<file path="config.mk">
export PLATFORM = sky130hd
export DESIGN_NAME = button_conditioner
export DESIGN_NICKNAME = d
export VERILOG_FILES = /design/src/rtl/button_conditioner_pkg.sv /design/src/rtl/button_conditioner_debounce.sv /design/src/rtl/button_conditioner.sv
export SDC_FILE = /design/constraint.sdc
export NUM_CORES = 1
export LEC_CHECK = 0
export ABC_AREA = 1
export CORE_MARGIN = 2
export CORE_UTILIZATION = 35
export CTS_CLUSTER_SIZE = 14
export DETAILED_ROUTE_END_ITERATION = 7
export PLACE_DENSITY = 0.51
export SLEW_MARGIN = 0
export SYNTH_ARGS = -nofsm -noshare
export SYNTH_HDL_FRONTEND = slang
export SYNTH_HIERARCHICAL = 1
export SYNTH_SLANG_ARGS = --single-unit
</file>
<file path="constraint.sdc">
create_clock -name clk -period 2 [get_ports clk]
set_input_delay 0.3 -clock clk [delete_from_list [all_inputs] [get_ports clk]]
set_output_delay 0.3 -clock clk [all_outputs]
set_load 0.01 [all_outputs]
</file>
<file path="src/rtl/button_conditioner_pkg.sv">
// Shared constants for the button conditioner: debounce FSM state encoding,
// stability-counter width and the debounce-window helper.
package button_conditioner_pkg;

  localparam int unsigned     DB_CNT_W   = 24;
  localparam longint unsigned DB_CNT_MAX = (64'd1 << DB_CNT_W) - 64'd1;

  typedef enum logic [1:0] {
    ST_IDLE         = 2'd0,
    ST_PRESS_WAIT   = 2'd1,
    ST_PRESSED      = 2'd2,
    ST_RELEASE_WAIT = 2'd3
  } db_state_e;

  // Number of consecutive stable samples a debounce window spans.
  function automatic longint unsigned db_cycles(input longint unsigned clk_freq,
                                                input longint unsigned debounce_ms);
    return (clk_freq / 64'd1000) * debounce_ms;
  endfunction

endpackage

</file>
<file path="src/rtl/button_conditioner_debounce.sv">
// One debounce channel: 2-flop synchroniser, polarity normalisation,
// IDLE/PRESS_WAIT/PRESSED/RELEASE_WAIT FSM with a 24-bit stability counter.
// Ports:
//   clk, rst  : system clock, async active-high reset
//   btn_raw   : unsynchronised button input
//   level     : next-cycle debounced pressed level (registered by the parent)
//   pulse     : high on the edge that completes an IDLE->PRESSED traversal
//               (registered by the parent)
module debounce_channel
  import button_conditioner_pkg::*;
#(
  parameter int unsigned DB_CYCLES  = 4,
  parameter bit          ACTIVE_LOW = 1'b0
) (
  input  logic clk,
  input  logic rst,
  input  logic btn_raw,
  output logic level,
  output logic pulse
);

  localparam logic                RELEASED = ACTIVE_LOW;
  localparam logic [DB_CNT_W-1:0] CNT_LAST = DB_CNT_W'(DB_CYCLES - 1);

  logic                sync1_q, sync2_q;
  logic                pressed;
  db_state_e           state_q, state_d;
  logic [DB_CNT_W-1:0] cnt_q, cnt_d;

  always_ff @(posedge clk or posedge rst) begin
    if (rst) begin
      sync1_q <= RELEASED;
      sync2_q <= RELEASED;
      state_q <= ST_IDLE;
      cnt_q   <= '0;
    end else begin
      sync1_q <= btn_raw;
      sync2_q <= sync1_q;
      state_q <= state_d;
      cnt_q   <= cnt_d;
    end
  end

  assign pressed = sync2_q ^ ACTIVE_LOW;

  always_comb begin
    state_d = state_q;
    cnt_d   = cnt_q;
    pulse   = 1'b0;
    case (state_q)
      ST_IDLE: begin
        if (pressed) begin
          state_d = ST_PRESS_WAIT;
          cnt_d   = '0;
        end
      end
      ST_PRESS_WAIT: begin
        if (!pressed) begin
          state_d = ST_IDLE;
          cnt_d   = '0;
        end else if (cnt_q == CNT_LAST) begin
          state_d = ST_PRESSED;
          pulse   = 1'b1;
        end else begin
          cnt_d = cnt_q + DB_CNT_W'(1);
        end
      end
      ST_PRESSED: begin
        if (!pressed) begin
          state_d = ST_RELEASE_WAIT;
          cnt_d   = '0;
        end
      end
      ST_RELEASE_WAIT: begin
        if (pressed) begin
          state_d = ST_PRESSED;
        end else if (cnt_q == CNT_LAST) begin
          state_d = ST_IDLE;
        end else begin
          cnt_d = cnt_q + DB_CNT_W'(1);
        end
      end
      default: begin
        state_d = ST_IDLE;
        cnt_d   = '0;
      end
    endcase
  end

  // Level follows the next state so the parent's output register lines up
  // with the pulse on the same edge.
  assign level = (state_d == ST_PRESSED) || (state_d == ST_RELEASE_WAIT);

endmodule

</file>
<file path="src/rtl/button_conditioner.sv">
// Conditions the stopwatch start/stop and reset buttons: two debounce
// channels, reset-over-start priority, registered outputs.
// Ports:
//   clk, rst        : system clock, async active-high reset
//   btn_start_raw   : unsynchronised start/stop button
//   btn_reset_raw   : unsynchronised reset button
//   start_stop      : one-cycle pulse per confirmed start/stop press
//   reset           : one-cycle pulse per confirmed reset press
//   btn_start_level : debounced pressed level, start button
//   btn_reset_level : debounced pressed level, reset button
module button_conditioner
  import button_conditioner_pkg::*;
#(
  parameter int unsigned CLK_FREQ       = 50_000_000,
  parameter int unsigned DEBOUNCE_MS    = 10,
  parameter int unsigned BTN_ACTIVE_LOW = 0
) (
  input  logic clk,
  input  logic rst,
  input  logic btn_start_raw,
  input  logic btn_reset_raw,
  output logic start_stop,
  output logic reset,
  output logic btn_start_level,
  output logic btn_reset_level
);

  localparam longint unsigned DB_CYCLES =
    db_cycles(64'(CLK_FREQ), 64'(DEBOUNCE_MS));

  if (DB_CYCLES < 64'd2 || DB_CYCLES > DB_CNT_MAX) begin : g_bad_db_cycles
    $error("button_conditioner: debounce window out of range");
  end

  logic start_level, start_pulse;
  logic reset_level, reset_pulse;

  logic start_stop_q, start_stop_d;
  logic reset_q, reset_d;
  logic start_level_q, reset_level_q;

  debounce_channel #(
    .DB_CYCLES (32'(DB_CYCLES)),
    .ACTIVE_LOW(BTN_ACTIVE_LOW != 0)
  ) u_start (
    .clk    (clk),
    .rst    (rst),
    .btn_raw(btn_start_raw),
    .level  (start_level),
    .pulse  (start_pulse)
  );

  debounce_channel #(
    .DB_CYCLES (32'(DB_CYCLES)),
    .ACTIVE_LOW(BTN_ACTIVE_LOW != 0)
  ) u_reset (
    .clk    (clk),
    .rst    (rst),
    .btn_raw(btn_reset_raw),
    .level  (reset_level),
    .pulse  (reset_pulse)
  );

  // A coincident start pulse is dropped outright; reset wins.
  always_comb begin
    reset_d      = reset_pulse;
    start_stop_d = start_pulse & ~reset_pulse;
  end

  always_ff @(posedge clk or posedge rst) begin
    if (rst) begin
      start_stop_q  <= 1'b0;
      reset_q       <= 1'b0;
      start_level_q <= 1'b0;
      reset_level_q <= 1'b0;
    end else begin
      start_stop_q  <= start_stop_d;
      reset_q       <= reset_d;
      start_level_q <= start_level;
      reset_level_q <= reset_level;
    end
  end

  assign start_stop      = start_stop_q;
  assign reset           = reset_q;
  assign btn_start_level = start_level_q;
  assign btn_reset_level = reset_level_q;

endmodule

</file>
==> metrics.md <==
| Metric | Value |
|---|---|
| Status | completed |
| Top cells by area, synth | dfrtp_1 41%, nand2_1 13%, inv_1 6.6%, nand3_1 4.6%, nor2_1 3.5% |
| H-tree levels | 3 |
| Fmax | 604.5 MHz |
| GPL Wtd Cong | 0.7765 |
| Floorplan core area | 10230 µm² |
| Synth Instances | 491 |
| Total GRT Usage | 16.39% |
| Crit path arrival time | 1870 ps |
| CP delay by family, top | simple AND/OR/NAND/NOR gates |
| Detailed-route via count | 3150 |
| Setup TNS Final | 0 ps |
| Root buffer cell | clkbuf_8 |
| CP max-delay cell | dfrtp_1 |
| Crit end category | register |
| Post-layout min period | 1654 ps |
| Fin nets | 512 |
| Area leader, netlist | dfrtp_1 |
| Critical path, cell by cell | ha_1 -> nand3_2 -> nor2_4 -> nand3_4 -> nor3_1 -> nor2_2 |
| Antenna Cells | 0 |
| TritonCTS Buffers | 9 |
| Clk sink count | 60 |
| CTS tree | done |
| Initial antenna violation count | 0 |
| Hold slack final | 200.9 ps |
| Pre-antenna DRT Iters | 4 |
| RSZ-0062 raised after global routing | no |
| Post-route ant nets | 0 |
| Die ar. | 11290 µm² |
| Yosys warnings | 6 |
| Final worst path period share | 82.71% |
| Crit Path Class | reg -> reg |
| Clock skew | 7.158 ps |
| Slew margin rel. | 69.19% |
| Initial core utilization | 35.77% |
| Clock Latency Late Sink | 350 ps |
| WP depth | 6 |
| Vias in the first global route | 3166 |
| Via density | 4.869 |
| #FFs+latches synth | 60 |
| Inst Count DP | 631 |
| Sequential area share after synthesis | 41.03% |
| Worst-path maximum fanout | 7 |
| Post-CTS repair timing setup buffer count | 0 |
| Detail Placement HPWL | 5.749 mm |
| DR iter-0 viols | 108 |
| Synth cell types | 28 |
| Die X | 106.3 µm |
| Clk slew on worst S/H paths | 70 ps |
| Fin. Hold Viols | 0 |
| Rows | 37 |
| Cell Pwr Density | 671.0 nW/µm² |
| Port Buf Inserts | 7 |
| Fill cells | 1051 |
| Fin cells | 647 |
| Most common cell after layout, fill and taps aside | nand2_1 |
| Reg2Reg Depth | 6 |
| Avg Cell Area, Syn | 7.454 µm² |
| Routed Wire Length | 8.051 mm |
| Bufs and invs on worst path | 0 |
| Per-cell routed wire length | 12.44 µm |
| Crit start category | register |
| Share of cells above drive strength 1 | 15.46% |
| Max-slew violations | 0 |
| Leak | 1.902 nW |
| Max cap viols | 0 |
| CTS Buffer Depth | 2 |
| Die H | 106.3 µm |
| Hold buffers post-CTS | 0 |
| # setup viols final | 0 |
| Req. time, crit path | 2220 ps |
| P&R area growth vs syn | 12.96% |
| Most frequent cells in the layout | 126 x nand2_1, 64 x inv_1, 60 x dfrtp_1, 34 x nor2_1, 34 x nand3_1 |
| Worst R2R End | start_stop |
| Max incr delay on CP | 380 ps |
| Net Count, Synth | 497 |
| Hold/Removal Path Class | in -> async |
| Post-CTS sizing | 0 |
| Global-route wire length before repair | 14.80 mm |
| Post-synth top area share | 41.03% |
| R2r setup slk | 350 ps |
| Total grt overflow | 0 |
| FF-to-FF Start | u_reset/cnt_q[1] |
| I/O pins | 8 |
| Largest net degree at the start of global routing | 29 |
| Drc violations | 0 |
| Tightest Pin Transition | 461.6 ps |
| VDD IR-drop max | 0.3815 mV |
| Netlist Area Pre-Place | 3660 µm² |
[cells in the mapped netlist]
cell type  count
o21ai_1       12
a21oi_1       24
nand3_1       34
buf_2          8
nor2_8         4
nand2_4        4
nor2_1        34
o21ai_2        6
nand4_1       12
clkinv_1       2
a22oi_1        2
nor2_4         8
a21boi_1       2
inv_2          6
dfrtp_1       60
o22ai_1       12
nand3_2        2
nand2_2        8
ha_1           2
inv_1         64
nand2_1      126
nor3_1        10
o211ai_1       2
o21ai_0       22
a31oi_1        4
nor2_2        17
inv_4          2
nand3_4        2
[sequential cells by signal, indices dropped and copies added (netlist names)]
signal,cells
u_reset/cnt_q,24
u_start/cnt_q,24
u_reset/state_q,2
u_start/state_q,2
btn_reset_level,1
btn_start_level,1
reset,1
start_stop,1
u_reset/pressed,1
u_reset/sync1_q,1
u_start/pressed,1
u_start/sync1_q,1
[power by group]
part           leakage [nW]  total, W  internal, W  switching, W
combinational         0.966  0.000198    0.0000609      0.000137
clock                 0.116   0.00129     0.000805      0.000490
sequential            0.820   0.00128      0.00125     0.0000301
total                  1.90   0.00277      0.00212      0.000657
[routing by layer]
metal / GRT usage, % / part of all wire, % / vias up
met5: 0 / 0 / -
met4: 5.827 / 1.4 / 0
met3: 3.924 / 2.2 / 8
met2: 28.07 / 49 / 23
met1: 20.05 / 47 / 1502
li1: - / - / 1617
[final cells by class]
type / instances / area, µm² / area share [%]
Clock buffer: 13 / 168.9 / 4.086
Clock inverter: 3 / 67.56 / 1.634
Multi-Input combinational cell: 349 / 1836 / 44.40
Timing Repair Buffer: 12 / 107.6 / 2.603
Tap cell: 136 / 170.2 / 4.116
Inverter: 74 / 282.8 / 6.840
Sequential cell: 60 / 1501 / 36.32
[cell families after synthesis]
group	count (synthesis)	share of synthesized area [%]
AO/OA/AOI/OAI	86	13.33
adder cells (fa/ha/maj)	2	0.6837
buffers and inverters	82	8.821
flip-flops	60	41.03
AND/OR/NAND/NOR	261	36.14
[per-stage QoR]
step	total power, W	utilization, %	setup WS (ps)	cell area [µm²]
floorplan	0.001450	-	629.6	3660
global placement	0.001502	38.09	391.4	3897
detailed placement	0.001509	38.09	359.6	3897
CTS	0.002825	40.41	332.9	4134
global route	0.002920	40.41	167.4	4134
finish	0.002774	40.41	345.8	4134
[worst max-delay path by stage]
stage | end | slack [ps] | startpoint
floorplan | start_stop | 630 | u_reset/cnt_q[1]
global placement | start_stop | 390 | u_reset/cnt_q[1]
detailed placement | start_stop | 360 | u_reset/cnt_q[1]
CTS | start_stop | 330 | u_reset/cnt_q[1]
global route | start_stop | 170 | u_reset/cnt_q[1]
finish | start_stop | 350 | u_reset/cnt_q[1]
Power figures use the tool's default switching activity.
==> RTL edit 1, RTL diff (same flow settings) <==
The 4 states of `db_state_e` get a one-hot encoding in 4 bits.
--- a/src/rtl/button_conditioner_pkg.sv
+++ b/src/rtl/button_conditioner_pkg.sv
@@ -5,11 +5,11 @@
   localparam int unsigned     DB_CNT_W   = 24;
   localparam longint unsigned DB_CNT_MAX = (64'd1 << DB_CNT_W) - 64'd1;
 
-  typedef enum logic [1:0] {
-    ST_IDLE         = 2'd0,
-    ST_PRESS_WAIT   = 2'd1,
-    ST_PRESSED      = 2'd2,
-    ST_RELEASE_WAIT = 2'd3
+  typedef enum logic [3:0] {
+    ST_IDLE         = 4'b0001,
+    ST_PRESS_WAIT   = 4'b0010,
+    ST_PRESSED      = 4'b0100,
+    ST_RELEASE_WAIT = 4'b1000
   } db_state_e;
 
   // Number of consecutive stable samples a debounce window spans.
Function: no difference found for any inputs over 10 cycles, from zero or initial values and one cycle with rst high; not proved beyond that.
==> RTL edit 1 against the original RTL <==
Final area up 4.8%. Setup slack worse by 81 ps. Clock skew increased by 2.0 ps. Sequential cell count up 4. Utilization fell by 0.46 points. Wire length is 9.2% higher. Area after synthesis grew 6.1%.
Power is not compared: it rests on default switching activity, and its combinational part moved more than twofold at a synthesized area within 25%.
==> RTL edit 1: results (changes against the original RTL) <==
status = complete, no violations
Crit-path slowest cell = dfstp_2
Total GRT Usage = 16.2% (-0.23 points)
Synth top cells by count = nand2_1, nor2_1, inv_1
r2r worst-path depth = 10 (+4)
Min-Delay Path Class = in2async
reg2reg start = u_start/state_q[0]
r2r setup slk = 270 ps (-80 ps)
1st-iter DRT viols = 159 (+47%)
Rel. slew slack = 73.6% (+4.4 points)
vias in the first global route = 3253 (+2.7%)
share of cells above drive strength 1 = 11.1% (-4.4 points)
CP Max Fanout = 15 (+8)
vias per cell = 4.80 (-1.3%)
synth unique cells = 31 (+11%)
Seq/Total Area, Yosys = 41.3% (+0.29 points)
biggest regs = u_reset/cnt_q x24, u_start/cnt_q x24
routed length per instance = 12.3 um (-1.5%)
Mapped Nets = 559 (+12%)
largest net degree at the start of global routing = 31 (+6.9%)
fin nets = 579 (+13%)
ranking of synthesized cells by area = dfrtp_1, nand2_1, nor2_1
Post-DP HPWL = 6730 um (+17%)
Placer Congestion = 0.852 (+9.7%)
Worst EP arrival = 1990 ps (+120 ps)
end of the worst register-to-register path = u_start/cnt_q[4]
placed inst area = 4140 um2 (+6.3%)
CP peak stage delay = 540 ps (+160 ps)
first-pass GRT wire length = 15100 um (+1.9%)
==> RTL edit 1: changes by cell type after synthesis, moves of 6 or more <==
cell	before	now
a21oi_1	24	10
buf_2	8	0
buf_4	0	6
inv_1	64	72
nand2_1	126	138
nand4_1	12	18
nor2_1	34	110
nor2_2	17	9
o21ai_0	22	4
o21ai_1	12	18
o21ai_2	6	0
o22ai_1	12	4
==> RTL edit 1: layout make-up <==
cell class,instances,area (um2)
well taps,140,175
clock buffers,12,145
fillers,1143,6510
repair buffers,15,130
clock inverters,3,42.5
multi-input cells,401,1920
flip-flops and latches,64,1600
inverters,82,313
==> RTL edit 1: logic make-up (layout without fill, tap and decap cells) <==
logic type / after synthesis / count (layout) / share of synthesized area (%)
buf+inv: 88 / 112 / 9.22
fa+ha+maj: 2 / 2 / 0.644
simple gates: 353 / 353 / 42.0
compound gates: 42 / 42 / 5.93
xor+xnor: 4 / 4 / 0.902
flops: 64 / 64 / 41.3
==> RTL edit 1: layer usage <==
layer  global-route usage (%)  up-vias  wire length (um)
met4                     7.41        0               215
met3                     5.28       19               318
li1                         -     1795                 -
met5                        0        -                 0
met2                     27.1       50              4280
met1                     18.7     1581              3980
==> RTL edit 1: per-stage QoR <==
stage / hold WS (ps) / instances / power [mW] / util [%] / worst slack [ps]
global route: 187 / 717 / 3.27 / 39.9 / 69.8
floorplan: 66.1 / 553 / 1.88 / - / 545
detailed placement: 340 / 702 / 2.01 / 38.2 / 287
CTS: 161 / 717 / 3.14 / 39.9 / 278
finish: 178 / 717 / 3.08 / 39.9 / 265
global placement: 332 / 702 / 2.00 / 38.2 / 276
==> RTL edit 1: worst max-delay path: cells and delay by family, from the launching register on <==
family | cells | cell delay (ps)
flip-flops | 1 | 540
AND/OR/NAND/NOR | 8 | 740
buffers and inverters | 2 | 340
==> RTL edit 2, RTL diff (config.mk and constraints unchanged) <==
Without the edit above. Set the parameter `CLK_FREQ` to 37_500_000 (it was 50_000_000).
--- a/src/rtl/button_conditioner.sv
+++ b/src/rtl/button_conditioner.sv
@@ -11,7 +11,7 @@
 module button_conditioner
   import button_conditioner_pkg::*;
 #(
-  parameter int unsigned CLK_FREQ       = 50_000_000,
+  parameter int unsigned CLK_FREQ       = 37_500_000,
   parameter int unsigned DEBOUNCE_MS    = 10,
   parameter int unsigned BTN_ACTIVE_LOW = 0
 ) (
Function: no difference found for any inputs over 10 cycles, from zero or initial values and one cycle with rst high; that may be too few to reach the edited logic, so the function may still have changed.
==> RTL edit 2 against the original RTL <==
Wire length up 14%. Setup slack worse by 88 ps. Total power shrank 6.2%. Critical path depth up 2. Clock skew down 0.85 ps. Global-route usage grew 1.1 points. Largest cell class unchanged. Via count is 11% higher. Utilization shrank 0.18 points. Final area stayed put. Synthesized cell count increased by 11%. First-iteration DRC count increased by 120%. Area after synthesis rose by 1.1%. Sequential share of layout area stayed put. Highest routed layer unchanged. Sequential cell count did not move.
==> RTL edit 2: results (changes against the original RTL) <==
met3 wire length = 445 um (+150%)
Worst EP arrival = 1980 ps (+110 ps)
Lkg Pwr = 1.78 nW (-6.3%)
CP peak stage delay = 430 ps (+50 ps)
Fill cells = 1103 (+4.9%)
1st-iter DRT viols = 234 (+120%)
M1 WL = 4640 um (+23%)
Synth top cells by count = nand2_1, nor2_1, dfrtp_1, inv_1, nand3_1
first-pass GRT wire length = 15700 um (+5.8%)
vias = 3494 (+11%)
P_seq = 1.24 mW (-3%)
Pre-antenna DRT Iters = 5 (+1)
fin nets = 567 (+11%)
clk tree area frac = 5.24% (-0.48 points)
clkbuf count = 11 (-2)
Signal buf overhead = 2.42% (-0.18 points)
ranking of synthesized cells by area = dfrtp_1, nand2_1, nor2_1
Buffers, non-clock = 11 (-1)
CP Max Fanout = 10 (+3)
GRT met3 Usage = 3.89% (-0.033 points)
Rel. slew slack = 75.3% (+6.1 points)
r2r worst-path depth = 8 (+2)
synth unique cells = 25 (-11%)
fraction of area in multi-input gates = 45.9% (+1.5 points)
Total GRT Usage = 17.5% (+1.1 points)
status = complete, no violations
Mapped Nets = 553 (+11%)
RTL edit 2: worst min path at each step:
stage	slack (ps)	depth (start not counted)	endpoint	start
after floorplan	70	1	btn_reset_level	rst
after global placement	340	0	u_reset/pressed	u_reset/sync1_q
after detailed placement	340	0	u_start/pressed	u_start/sync1_q
after CTS	180	2	btn_start_level	rst
after global routing	200	2	btn_reset_level	rst
final	190	2	btn_start_level	rst
RTL edit 2: kinds of logic (layout without fill, tap and decap cells):
kind of cell / count (synthesis) / count (layout) / share of synthesized area, %
DFF: 60 / 60 / 40.6
AOI/OAI and AO/OA: 66 / 66 / 9.47
adders and majority gates: 2 / 2 / 0.676
and+or+nand+nor: 345 / 345 / 41.2
buffers and inverters: 74 / 93 / 8.12
RTL edit 2: through the flow:
step | area, um2 | setup slack, ps | instances
after floorplan | 3700 | 427 | 547
after global placement | 3920 | 301 | 686
after detailed placement | 3920 | 240 | 686
after CTS | 4130 | 253 | 702
after global routing | 4130 | 86.8 | 702
final | 4130 | 258 | 702
